### config.mk
export PLATFORM = sky130hd
export DESIGN_NAME = sample_fifo8
export DESIGN_NICKNAME = d
export VERILOG_FILES = /design/src/rtl/sample_fifo8_pkg.sv /design/src/rtl/sf_ram.sv /design/src/rtl/sample_fifo8.sv
export SDC_FILE = /design/constraint.sdc
export NUM_CORES = 1
export LEC_CHECK = 0
export CAP_MARGIN = 15
export CORE_MARGIN = 10
export CORE_UTILIZATION = 40
export CTS_BUF_LIST = sky130_fd_sc_hd__clkbuf_16
export DETAILED_ROUTE_END_ITERATION = 8
export GPL_TIMING_DRIVEN = 0
export MAX_ROUTING_LAYER = met4
export PLACE_DENSITY_LB_ADDON = 0.25
export SETUP_SLACK_MARGIN = 0.3
export SLEW_MARGIN = 30
export SYNTH_ARGS = -nofsm -noshare
export SYNTH_HDL_FRONTEND = slang
export SYNTH_SLANG_ARGS = --single-unit
### constraint.sdc
create_clock -name clk -period 5.3 [get_ports clk]
set_input_delay 1.06 -clock clk [delete_from_list [all_inputs] [get_ports clk]]
set_output_delay 1.06 -clock clk [all_outputs]
set_load 0.03 [all_outputs]
### src/rtl/sample_fifo8_pkg.sv
// Shared constants and the per-cycle operation decode for the sample FIFO.
// The decode is kept here so the accept/drop rules are defined in one place.
package sample_fifo8_pkg;

    localparam int SF_WIDTH = 8;
    localparam int SF_DEPTH = 8;
    localparam int SF_AW    = 3;

    typedef struct packed {
        logic wr_acc;
        logic rd_acc;
        logic wr_drop;
        logic rd_drop;
    } sf_op_t;

    // A write into a full FIFO is still accepted when a read frees a slot
    // on the same edge; a read from an empty FIFO never falls through.
    function automatic sf_op_t sf_decode(
        input logic wr_en,
        input logic rd_en,
        input logic full,
        input logic empty
    );
        sf_op_t op;
        op.rd_acc  = rd_en & ~empty;
        op.wr_acc  = wr_en & (~full | op.rd_acc);
        op.wr_drop = wr_en & ~op.wr_acc;
        op.rd_drop = rd_en & ~op.rd_acc;
        return op;
    endfunction

endpackage

### src/rtl/sf_ram.sv
// Sample storage: one write port and one registered read port.
// The read register doubles as the FIFO output and clears synchronously.
module sf_ram #(
    parameter int WIDTH = 8,
    parameter int DEPTH = 8,
    parameter int AW    = 3
) (
    input  logic             clk,
    input  logic             clr,
    input  logic             wr_en,
    input  logic [AW-1:0]    wr_addr,
    input  logic [WIDTH-1:0] wr_data,
    input  logic             rd_en,
    input  logic [AW-1:0]    rd_addr,
    output logic [WIDTH-1:0] rd_data
);

    logic [WIDTH-1:0] mem [DEPTH];

    // Read samples the pre-write contents, so a same-address read/write
    // (full FIFO, both ports active) returns the oldest entry.
    always_ff @(posedge clk) begin
        if (wr_en) begin
            mem[wr_addr] <= wr_data;
        end
    end

    always_ff @(posedge clk) begin
        if (clr) begin
            rd_data <= '0;
        end else if (rd_en) begin
            rd_data <= mem[rd_addr];
        end
    end

endmodule

### src/rtl/sample_fifo8.sv
// Synchronous sample FIFO: pointer, occupancy and sticky error-flag control
// around the sf_ram storage. Flags are decoded from the registered count.
module sample_fifo8
    import sample_fifo8_pkg::*;
#(
    parameter int WIDTH = SF_WIDTH,
    parameter int DEPTH = SF_DEPTH
) (
    input  logic                   clk,
    input  logic                   reset_n,
    input  logic [WIDTH-1:0]       d_in,
    input  logic                   wr_en,
    input  logic                   rd_en,
    output logic [WIDTH-1:0]       q_out,
    output logic                   full,
    output logic                   empty,
    output logic [$clog2(DEPTH):0] count,
    output logic                   overflow,
    output logic                   underflow
);

    localparam int AW = (DEPTH == SF_DEPTH) ? SF_AW : $clog2(DEPTH);

    logic [AW-1:0] wr_ptr;
    logic [AW-1:0] rd_ptr;
    logic [AW:0]   count_q;
    logic          ovf_q;
    logic          udf_q;
    sf_op_t        op;

    assign full      = (count_q == (AW+1)'(DEPTH));
    assign empty     = (count_q == '0);
    assign count     = count_q;
    assign overflow  = ovf_q;
    assign underflow = udf_q;

    always_comb begin
        op = sf_decode(wr_en, rd_en, full, empty);
    end

    // Pointers are exactly AW bits wide and wrap naturally at DEPTH.
    always_ff @(posedge clk) begin
        if (!reset_n) begin
            wr_ptr  <= '0;
            rd_ptr  <= '0;
            count_q <= '0;
            ovf_q   <= 1'b0;
            udf_q   <= 1'b0;
        end else begin
            if (op.wr_acc) begin
                wr_ptr <= wr_ptr + AW'(1);
            end
            if (op.rd_acc) begin
                rd_ptr <= rd_ptr + AW'(1);
            end
            case ({op.wr_acc, op.rd_acc})
                2'b10:   count_q <= count_q + (AW+1)'(1);
                2'b01:   count_q <= count_q - (AW+1)'(1);
                default: count_q <= count_q;
            endcase
            if (op.wr_drop) begin
                ovf_q <= 1'b1;
            end
            if (op.rd_drop) begin
                udf_q <= 1'b1;
            end
        end
    end

    sf_ram #(
        .WIDTH (WIDTH),
        .DEPTH (DEPTH),
        .AW    (AW)
    ) u_sf_ram (
        .clk     (clk),
        .clr     (~reset_n),
        .wr_en   (op.wr_acc & reset_n),
        .wr_addr (wr_ptr),
        .wr_data (d_in),
        .rd_en   (op.rd_acc),
        .rd_addr (rd_ptr),
        .rd_data (q_out)
    );

endmodule

## Word-level counts from Yosys, hierarchy flattened

Memory sizes are Yosys's and may differ from the RTL's. A register that Yosys moved wholly into a read port is not among the register bits.
Index checks and enable logic that the tools add are counted.

| cells by class | value |
|---|---|
| add/subtract/negate cells | 4 |
| equality and inequality tests | 3 |
| mux-type cells | 3 |
| reduce and logical (&&, ||, !) cells | 3 |
| bitwise logic cells | 10 |

Operator list:

| operator | count |
|---|---|
| one-hot mux 4 bit (2 select lines) | 1 |
| adder 3 x 1 -> 3 bit (second input constant) | 2 |
| AND 1 bit | 5 |
| adder 4 x 1 -> 4 bit (second input constant) | 1 |
| == test 4 bit (second input constant) | 1 |
| zero test 4 bit | 1 |
| inverter 1 bit | 4 |
| subtractor 4 x 1 -> 4 bit (second input constant) | 1 |
| == test 2 x 1 -> 1 bit (second input constant) | 1 |
| == test 2 bit (second input constant) | 1 |
| two-way mux 1 bit | 2 |
| nonzero test 2 bit | 1 |
| zero test 1 bit | 1 |
| bitwise OR 1 bit | 1 |

| word-level totals | value |
|---|---|
| bits in registers | 12 |
| word-level logic and storage cells | 29 |
| memories kept | 1 |
| RAM bits | 64 |

Memory list:

| memory | words | bits a word | read ports | clocked after Yosys merged registers in | wr ports | line | text |
|---|---|---|---|---|---|---|---|
| u_sf_ram.mem | 8 | 8 | 1 | 1 | 1 | sf_ram.sv:18 | `logic [WIDTH-1:0] mem [DEPTH];` |

## Longest topological paths before layout

| depth | value |
|---|---|
| depth after elaboration | 8 |
| gate-level depth with buffers | 8 |

## Hierarchy

Synthesis repeated with hierarchy kept, for this count alone.

| unflattened totals | value |
|---|---|
| cells, all modules | 243 |
| area, all modules | 3562.2 um2 |

By module, submodules not included:

| module | instances | area each (um2) | cells each |
|---|---|---|---|
| sf_ram | 1 | 2812.7 | 162 |
| sample_fifo8 | 1 | 749.5 | 81 |

## Least setup slack after synthesis

OpenSTA, ideal clock, no wires.

| timing | value |
|---|---|
| path kind | input port to flip-flop |
| start point | input port rd_en |
| end point | register count_q[3] (netlist: count[3]) |
| setup time | 72 ps |
| path slack | 2515 ps |
| data arrival time | 2714 ps |
| cell stages on the path | 8 |
| required time | 5228 ps |
| path through | o41a_2 > clkbuf_1 > ha_1 > ha_1 > a21o_2 > a21oi_1 > mux2i_1 > mux2i_1 |

RTL lines:

| element | line | text |
|---|---|---|
| start: declaration | sample_fifo8.sv:13 | `input logic rd_en,` |
| end signal: assignment | sample_fifo8.sv:57 | `2'b10: count_q <= count_q + (AW+1)'(1);` |
| end signal: assignment | sample_fifo8.sv:58 | `2'b01: count_q <= count_q - (AW+1)'(1);` |
| end signal: assignment | sample_fifo8.sv:59 | `default: count_q <= count_q;` |
| end: declaration | sample_fifo8.sv:26 | `logic [AW:0] count_q;` |

==> results.cfg <==
[setup_path]
cp-end-kind = register
cp-start-kind = primary input
cp_max_fo = 10
path_class = in2reg
worstPathArrival_ps = 3780
required_ps = 5560

[logic_synthesis]
yosys.area_share.xor_xnor_pct = 1.33
synth-simple-area-share_pct = 6.79
async_reset_ff_share_pct = 0
netlist_top_cells_area = edfxtp_1, dfxtp_1, mux4_2
yosysUniqueCellTypes = 30
synth_compound_area_share_pct = 5.24
synth_fa_ha_area_share_pct = 2.50
synth_warnings = 0
synth_mux_area_share_pct = 12.1
synth_ff_type = edfxtp_1
synthMostInstantiatedCell = edfxtp_1
synth_common_cells = edfxtp_1, dfxtp_1, mux4_2
yosys.area.top_type = edfxtp_1
synth_top_family_by_area = multiplexers
ys_ff_latch = 84
netlist_instances = 198
synth_top_cell_area_share_pct = 58.3
synth_edf_count = 64
syn_nets = 216
synth_area_mm2 = 0.00330
syn_area_per_cell_um2 = 16.7
ys_seq_area_share_pct = 70.4

[min_path]
hp-class = reg2reg

[cts]
cts_tree = built
cts.sinks = 84
clock_latency_ps = 330
clockRootBuffer = clkbuf_16
hold_buffers = 0
clockBufferDepth = 2
numCtsBuffers = 9
clk_pin_slew_ps = 60
cts_resized = 0
htree_levels = 3
postCtsSetupBuffers = 0

[routing]
antenna_left = 0
wire_per_inst_um = 18.4
vias = 1780
drtPass1Iterations = 4
drcViolationCount = 0
wirelength_um = 6480
via_per_inst = 5.06
first_iter_violations = 93

[global_route]
gr-total-overflow = 0
grt_use_met2_pct = 18.0
globalRouteMet1Util_pct = 13.2
grt_usage_pct = 11.3
antenna_found_initial = 0
busiest_layer = met2
grt_pass1_vias = 1824
grt_max_degree = 17
grt_first_pass_wirelength_um = 10400
met3_usage_pct = 3.68

[sta]
finClkSkew_ps = 3.72
slew_headroom_pct = 38.0
fmax_mhz = 285
finalSetupViolCount = 0
slew_viol_final = 0
hold_ws_ps = 495
fin_crit_sh_pct = 66.3
tns_ps = 0
finalCriticalPeriod_ps = 3510
finalHoldViolCount = 0
tightest_slew_ps = 927
rsz0062_at_grt = false

[power]
vdd_drop_max_uv = 213
powerDensity_mw_per_mm2 = 476
p_leak_nw = 1.38

[layout]
antenna_cells = 0
drive_above_1_share_pct = 21.5
area_growth_pct = 23.7
nets = 260

[floorplanning]
rows = 33
die-area_mm2 = 0.0123
io_pins = 28
die_h_um = 111
start_util_pct = 40.5
die_x_um = 111
core_area_mm2 = 0.00813

[placed_design]
portBuffers = 27
hpwl_um = 4320
gp_congestion = 0.728

[run]
drv_cap = 0

[run_status]
status = completed
[registers in the layout, summed over array words and instances, names as in the netlist]
signal            flops
count                 4
overflow              1
rd_ptr                3
u_sf_ram.mem         64
u_sf_ram.rd_data      8
underflow             1
wr_ptr                3
[cell type report]
type                            instances  area, um2
Buffer                                  8       32.5
Clock buffer                            9        225
Clock inverter                          7       81.3
Fill cell                             689       4060
Inverter                                5       18.8
Multi-Input combinational cell        101        958
Sequential cell                        84       2320
Tap cell                              105        131
Timing Repair Buffer                   33        308
[metrics by stage]
stage | std cells | setup slack, ps | area [um2] | total power, W | utilization, %
after floorplan | 198 | 2510 | 3300 | 0.00114 | -
after global placement | 330 | 1360 | 3700 | 0.00132 | 45.5
after detailed placement | 336 | 1430 | 3770 | 0.00132 | 46.3
after CTS | 352 | 1790 | 4080 | 0.00196 | 50.1
after global routing | 352 | 1610 | 4080 | 0.00203 | 50.1
final | 352 | 1790 | 4080 | 0.00194 | 50.1
[worst max-delay path, cell delays in order]
cell and delay, ps:
clkdlybuf4s50_1 610, o41a_2 250, clkbuf_1 480, ha_1 330
ha_1 250, a21o_2 210, a21oi_1 170, mux2i_1 240
mux2i_1 190
[placed cells by master (no fill, tap or decap), types with 2 or more instances in the layout]
master,count
nor2_1,12
nand2_1,7
nor2b_1,4
buf_4,3
clkdlybuf4s50_1,27
and2_1,6
nand2b_1,2
clkbuf_1,6
a21oi_1,3
mux2i_1,4
xnor2_1,3
o21ai_0,11
xor2_1,2
clkbuf_16,9
o22ai_1,8
ha_1,5
buf_2,5
nor3_2,4
edfxtp_1,64
dfxtp_1,20
nor4_2,2
inv_6,3
mux4_2,16
inv_1,5
[per-layer routing]
layer  vias to the layer above  wire length [um]  part of all wire [%]
met1                       889              2850                    44
met3                         4               303                   4.7
met5                         -                 0                     0
met2                        35              3280                    51
li1                        852                 -                     -
met4                         0                42                  0.65
[power breakdown]
part | internal, W | switching [W]
Sequential | 0.000766 | 0.0000398
Combinational | 0.000219 | 0.000278
Clock | 0.000373 | 0.000263
Total | 0.00136 | 0.000581
[logic make-up (layout without fill, tap and decap cells)]
| group | after synthesis | count (layout) |
|---|---|---|
| AO/OA/AOI/OAI | 27 | 27 |
| XOR/XNOR | 5 | 5 |
| adder cells (fa/ha/maj) | 6 | 6 |
| buffers and inverters | 13 | 62 |
| flip-flops | 84 | 84 |
| multiplexers | 20 | 20 |
| AND/OR/NAND/NOR | 43 | 43 |
[path summary, 6_finish.rpt]
path	startpoint	endpoint	slack, ps	depth (start not counted)
max	rd_en	count[3]	1790	9
min	underflow	underflow	490	2
max reg2reg	count[0]	count[3]	2580	8
min reg2reg	underflow	underflow	490	2
No activity file was read; power rests on OpenSTA's default activity.
